File: src/rtl/multicycle_alu.sv
`default_nettype none
// ============================================================================
// multicycle_alu : handshaked ALU, single-cycle ops plus iterative divide/mod
// Revision 1.0
// ============================================================================
module multicycle_alu #(
    parameter int WIDTH = 8
) (
    input  logic             clk,
    input  logic             rst,
    input  logic             in_valid,
    output logic             in_ready,
    input  logic [WIDTH-1:0] op1,
    input  logic [WIDTH-1:0] op2,
    input  logic [4:0]       alu_option,
    output logic             out_valid,
    input  logic             out_ready,
    output logic [WIDTH-1:0] result,
    output logic             zero,
    output logic             carry,
    output logic             overflow,
    output logic             negative,
    output logic             div_by_zero
);

    localparam int CW = $clog2(WIDTH);
    localparam logic [CW-1:0] LAST_STEP = CW'(WIDTH - 1);

    typedef enum logic [1:0] {
        IDLE = 2'd0,
        DIV  = 2'd1,
        DONE = 2'd2
    } state_t;

    state_t state, state_next;

    logic [WIDTH-1:0] quo, rem, divisor;
    logic [WIDTH-1:0] quo_next, rem_next, div_out;
    logic [WIDTH:0]   partial, trial;
    logic [CW-1:0]    count;
    logic             is_mod;

    logic             accept, div_start;
    logic [WIDTH:0]   sum, diff;
    logic             shift_big;
    logic [WIDTH-1:0] alu_res;
    logic             alu_carry, alu_ovf, alu_dbz;

    assign in_ready  = (state == IDLE);
    assign out_valid = (state == DONE);
    assign accept    = in_valid && in_ready;
    // A zero divisor is resolved immediately, so only real divisions iterate
    assign div_start = accept && (alu_option == 5'd2 || alu_option == 5'd13)
                       && (op2 != '0);

    always_ff @(posedge clk) begin
        if (rst) state <= IDLE;
        else     state <= state_next;
    end

    always_comb begin
        state_next = state;
        case (state)
            IDLE:    if (accept) state_next = div_start ? DIV : DONE;
            DIV:     if (count == LAST_STEP) state_next = DONE;
            DONE:    if (out_ready) state_next = IDLE;
            default: state_next = IDLE;
        endcase
    end

    // Single-cycle results, evaluated on the live request at acceptance
    always_comb begin
        sum       = {1'b0, op1} + {1'b0, op2};
        diff      = {1'b0, op2} - {1'b0, op1};
        shift_big = (op1 >= WIDTH'(WIDTH));
        alu_res   = '1;
        alu_carry = 1'b0;
        alu_ovf   = 1'b0;
        alu_dbz   = 1'b0;
        case (alu_option)
            5'd0: begin
                alu_res   = sum[WIDTH-1:0];
                alu_carry = sum[WIDTH];
                alu_ovf   = (op1[WIDTH-1] == op2[WIDTH-1]) && (sum[WIDTH-1] != op1[WIDTH-1]);
            end
            5'd1: begin
                alu_res   = diff[WIDTH-1:0];
                alu_carry = diff[WIDTH];
                alu_ovf   = (op1[WIDTH-1] != op2[WIDTH-1]) && (diff[WIDTH-1] != op2[WIDTH-1]);
            end
            5'd2:  alu_dbz = 1'b1;
            5'd3:  alu_res = op1 & op2;
            5'd4:  alu_res = op1 | op2;
            5'd5:  alu_res = op1 ^ op2;
            5'd6:  alu_res = {{(WIDTH-1){1'b0}}, ^op1};
            5'd7:  alu_res = op1;
            5'd8:  alu_res = (op1 != '0) ? '0 : '1;
            5'd9:  alu_res = (op1 == '0) ? '0 : '1;
            5'd10: alu_res = (op1[WIDTH-1] || op1 == '0) ? '0 : '1;
            5'd11: alu_res = shift_big ? '0 : (op2 << op1);
            5'd12: alu_res = '0;
            5'd13: begin
                alu_res = op1;
                alu_dbz = 1'b1;
            end
            5'd14: alu_res = shift_big ? {WIDTH{op2[WIDTH-1]}} : WIDTH'($signed(op2) >>> op1);
            default: alu_res = '1;
        endcase
    end

    // One restoring-division step: shift in next dividend bit, try subtract
    always_comb begin
        partial = {rem, quo[WIDTH-1]};
        trial   = partial - {1'b0, divisor};
        if (trial[WIDTH]) begin
            rem_next = partial[WIDTH-1:0];
            quo_next = {quo[WIDTH-2:0], 1'b0};
        end else begin
            rem_next = trial[WIDTH-1:0];
            quo_next = {quo[WIDTH-2:0], 1'b1};
        end
        div_out = is_mod ? rem_next : quo_next;
    end

    always_ff @(posedge clk) begin
        if (rst) begin
            result      <= '1;
            zero        <= 1'b0;
            carry       <= 1'b0;
            overflow    <= 1'b0;
            negative    <= 1'b1;
            div_by_zero <= 1'b0;
            quo         <= '0;
            rem         <= '0;
            divisor     <= '0;
            count       <= '0;
            is_mod      <= 1'b0;
        end else begin
            case (state)
                IDLE: begin
                    if (div_start) begin
                        quo     <= op1;
                        rem     <= '0;
                        divisor <= op2;
                        is_mod  <= (alu_option == 5'd13);
                        count   <= '0;
                    end else if (accept) begin
                        result      <= alu_res;
                        zero        <= (alu_res == '0);
                        negative    <= alu_res[WIDTH-1];
                        carry       <= alu_carry;
                        overflow    <= alu_ovf;
                        div_by_zero <= alu_dbz;
                    end
                end
                DIV: begin
                    quo   <= quo_next;
                    rem   <= rem_next;
                    count <= count + CW'(1);
                    if (count == LAST_STEP) begin
                        result      <= div_out;
                        zero        <= (div_out == '0);
                        negative    <= div_out[WIDTH-1];
                        carry       <= 1'b0;
                        overflow    <= 1'b0;
                        div_by_zero <= 1'b0;
                    end
                end
                default: ;
            endcase
        end
    end

endmodule
`default_nettype wire
File: config.mk
export PLATFORM = sky130hd
export DESIGN_NAME = multicycle_alu
export DESIGN_NICKNAME = d
export VERILOG_FILES = /design/src/rtl/multicycle_alu.sv
export SDC_FILE = /design/constraint.sdc
export NUM_CORES = 1
export LEC_CHECK = 0
export BUFFER_PORTS_ARGS = -buffer_cell sky130_fd_sc_hd__buf_2
export CAP_MARGIN = 10
export CORE_MARGIN = 2
export CORE_UTILIZATION = 35
export DETAILED_ROUTE_END_ITERATION = 10
export GPL_ROUTABILITY_DRIVEN = 0
export GPL_TIMING_DRIVEN = 1
export PLACE_DENSITY = 0.62
export SYNTH_ARGS = -nofsm -noshare
export SYNTH_HDL_FRONTEND = slang
export SYNTH_SLANG_ARGS = --single-unit
File: constraint.sdc
create_clock -name clk -period 4.5 [get_ports clk]
set_clock_uncertainty 0.05 [all_clocks]
set_input_delay 0.9 -clock clk [delete_from_list [all_inputs] [get_ports clk]]
set_output_delay 0.9 -clock clk [all_outputs]
set_load 0.005 [all_outputs]
==> flow_summary_export.csv <==
group,metric,value,unit
cts,cts_resized,0,
logic_synthesis,synth_cells,579,
floorplan,ios,40,
timing,max_freq,267,MHz
cts,numCtsBuffers,5,
placed_design,place_hpwl,10300,µm
cts,cts_buffer_depth,2,
logic_synthesis,synth_nets,648,
logic_synthesis,seq_area_frac_synth,19.1,%
worst_setup_path,end_kind,"flop",
worst_setup_path,cp_max_fo,22,
placed_design,place_inst,756,
worst_setup_path,worstReg2RegEnd,"result[1]",
timing,setup_tns,0,ns
timing,hold_viol,0,
flow_run,drv_cap,0,
timing,slew_headroom,42.4,%
timing,layout_min_cycle_time,3.74,ns
drt,wl,13500,µm
worst_setup_path,rr_worst_depth,14,
floorplan,die_h,116,µm
logic_synthesis,synth_area,4400,µm²
hold_path,worstHoldPathType,"reg -> reg",
drt,via_per_inst,5.86,
power_and_ir_drop,powerDensity,217,nW/µm²
drt,wl_per_cell,17.7,µm
floorplan,rows,40,
worst_setup_path,cp-start-kind,"input pin",
timing,period_share,83.1,%
finish,final_cell_mix,"nor2_1, nand2_1, dfxtp_1, a21oi_1, ha_1",
worst_setup_path,slowest_stage,"a211oi_2",
finish,stdcell_count,764,
floorplan,start_util,36.2,%
global_route,grt_use_total,20.0,%
worst_setup_path,arrival,3.92,ns
global_route,grt_pass1_wl,21300,µm
worst_setup_path,cpMostUsedCell,"nand4_1",
worst_setup_path,r2r-start,"quo[7]",
worst_setup_path,required,4.68,ns
logic_synthesis,avgSynthCellArea,7.60,µm²
floorplan,die_w,116,µm
worst_setup_path,path_buf_inv,2,
power_and_ir_drop,power_frac_comb,29.1,%
cts,clk_latency,0.28,ns
worst_setup_path,crit_type,"in -> reg",
finish,antenna_cells,0,
finish,fillers,1248,
cts,path_clk_slew,0.06,ns
placed_design,numPortBuffers,39,
drt,ant_nets,0,
timing,rsz0062_at_grt,"false",
drt,routed-via-count,4476,
global_route,grt_max_degree,31,
power_and_ir_drop,p_leak,1.91,nW
global_route,grt_pass1_vias,4092,
power_and_ir_drop,power_frac_seq,37.3,%
cts,cts_tree,"done",
global_route,antenna_found_initial,0,
worst_setup_path,rrSetupSlack,1.08,ns
hold_path,min_path_cells,2,
finish,drive_gt1_share,12.9,%
worst_setup_path,critPathMaxStageDelay,0.59,ns
power_and_ir_drop,switching_power,0.000340,W
power_and_ir_drop,p_int,0.000706,W
hold_path,hold_path_end,"div_by_zero",
drt,drtIter0Drc,683,
drt,firstDrtPassIters,5,
global_route,overflow,0,
finish,areaGrowthSynthToFinish,9.24,%
cts,cts_root_buffer,"clkbuf_16",
floorplan,die_area,13500,µm²
power_and_ir_drop,pwr-share-clk,33.7,%
logic_synthesis,synth_seq_cells,42,
logic_synthesis,ys_types,79,
timing,tightest_slew,0.864,ns
worst_setup_path,crit_chain,"buf_2, inv_1, ha_1, nand4_1, mux2i_1, a221oi_1, a211oi_2, nand4_1, and4bb_1, nand2_1, o31ai_1, a31o_1",
logic_synthesis,async_flop_share,0,%
timing,slew_viol_final,0,
worst_setup_path,path_delay_family,"compound AO/OA/AOI/OAI gates",
finish,nets,664,
finish,final_common_cell,"nor2_1",
cts,htree_levels,2,
logic_synthesis,synth_edf_count,0,
floorplan,core_area,12200,µm²
cts,post-cts-setup-buffer-count,0,
cts,hold_buffers,0,
logic_synthesis,synthFlopType,"dfxtp_1",
power_and_ir_drop,switching_share,32.5,%
hold_path,hold_start,"div_by_zero",
power_and_ir_drop,vdd_drop_max,0.000150,V
cts,cts.sinks,42,
run_status,status,"completed",
drt,drc,0,
timing,finalSetupViolCount,0,
logic_synthesis,ys_warn_count,0,
[cell families (layout without fill, tap and decap cells)]
group	count (synthesis)	count (layout)	synth area share, %
flops	42	42	19.1
xor+xnor	16	16	3.35
mux	25	25	6.99
simple gates	220	220	24.7
compound gates	162	162	25.7
fa+ha+maj	44	44	13.0
buf+inv	70	87	7.13
[flip-flops by register name, indices dropped and copies added, names as in the netlist]
| register | flops |
|---|---|
| state | 2 |
| is_mod | 1 |
| carry | 1 |
| quo | 8 |
| count | 3 |
| divisor | 8 |
| overflow | 1 |
| zero | 1 |
| rem | 8 |
| div_by_zero | 1 |
| result | 8 |
[metrics by stage]
| step | total power [W] | hold slack [ns] | cell area (µm²) | worst slack, ns | util [%] |
|---|---|---|---|---|---|
| 3_5_place_dp | 0.000695 | 0.408 | 4670 | 0.567 | 38.4 |
| 6_report | 0.00105 | 0.413 | 4810 | 0.759 | 39.5 |
| 3_3_place_gp | 0.000692 | 0.392 | 4670 | 0.667 | 38.4 |
| 5_1_grt | 0.00110 | 0.444 | 4810 | 0.616 | 39.5 |
| 2_1_floorplan | 0.000609 | 0.394 | 4400 | 0.986 | - |
| 4_1_cts | 0.00105 | 0.419 | 4810 | 0.851 | 39.5 |
[worst register-to-register path: cells and delay by family, from the launching register on]
kind                     cells  cell delay [ns]
XOR/XNOR                     1             0.44
adder cells (fa/ha/maj)      2             0.59
AO/OA/AOI/OAI                3             0.89
multiplexers                 1             0.12
flip-flops                   1             0.33
AND/OR/NAND/NOR              4             0.46
buffers and inverters        3             0.42
[cells in the mapped netlist (all sizes together), types with 3 or more instances]
master	instances	share of area [%]
a311oi	7	1.4
or4b	5	1.2
nor3b	5	0.97
o2111ai	3	0.60
mux2	6	1.5
dfxtp	42	19
buf	14	2.3
o211ai	6	1.0
nand4	8	1.1
a31oi	5	0.71
a211oi	9	1.6
ha	41	12
clkbuf	22	1.9
nand3	10	1.1
nor3	16	1.9
o21ai	21	2.4
a21o	7	1.2
fa	3	1.4
a211o	4	0.80
a21oi	43	5.1
a221oi	4	0.94
o22ai	6	0.85
a22oi	12	2.0
or2	4	0.57
a2bb2oi	3	0.60
nand3b	4	0.68
mux2i	15	3.4
nor2	77	6.6
or3	5	0.71
nor2b	6	0.85
and3	4	0.57
and2	5	0.71
nand2b	5	0.71
nand2	54	4.6
nor4	4	0.57
o21bai	4	0.68
mux4	4	2.0
inv	33	2.8
xnor2	14	3.0
[cell type report]
| cell class | instances | area (µm²) | area share (%) |
|---|---|---|---|
| clock inverter | 2 | 13.8 | 0.286 |
| multi-input combinational | 467 | 3250 | 67.5 |
| inverter | 34 | 128 | 2.65 |
| tap | 168 | 210 | 4.37 |
| clock buffer | 6 | 129 | 2.68 |
| sequential | 42 | 841 | 17.5 |
| timing repair buffer | 45 | 240 | 4.99 |
[metal layers]
layer  wire length (µm)  track usage, %  up-vias
met3               1280            4.00       24
met4                244            3.73        0
met5                  0               0        -
li1                   -               -     2141
met2               5850            31.3      234
met1               6140            28.8     2077
[worst max path at each step]
| stage | from | end | slack, ns | depth (start not counted) |
|---|---|---|---|---|
| CTS | op1[1] | zero | 0.85 | 12 |
| finish | op1[1] | zero | 0.76 | 12 |
| detailed placement | op1[1] | zero | 0.57 | 12 |
| global placement | op1[1] | zero | 0.67 | 12 |
| floorplan | op1[0] | zero | 0.99 | 14 |
| global route | op1[1] | zero | 0.62 | 12 |
[power groups by stage]
stage / combinational [W] / clock [W] / sequential, W
after floorplan: 0.000212 / 0 / 0.000397
after global routing: 0.000333 / 0.000374 / 0.000391
after CTS: 0.000298 / 0.000357 / 0.000390
final: 0.000304 / 0.000352 / 0.000390
after global placement: 0.000295 / 0 / 0.000398
after detailed placement: 0.000296 / 0 / 0.000398
Note: power is estimated with default switching activity, not from simulation.
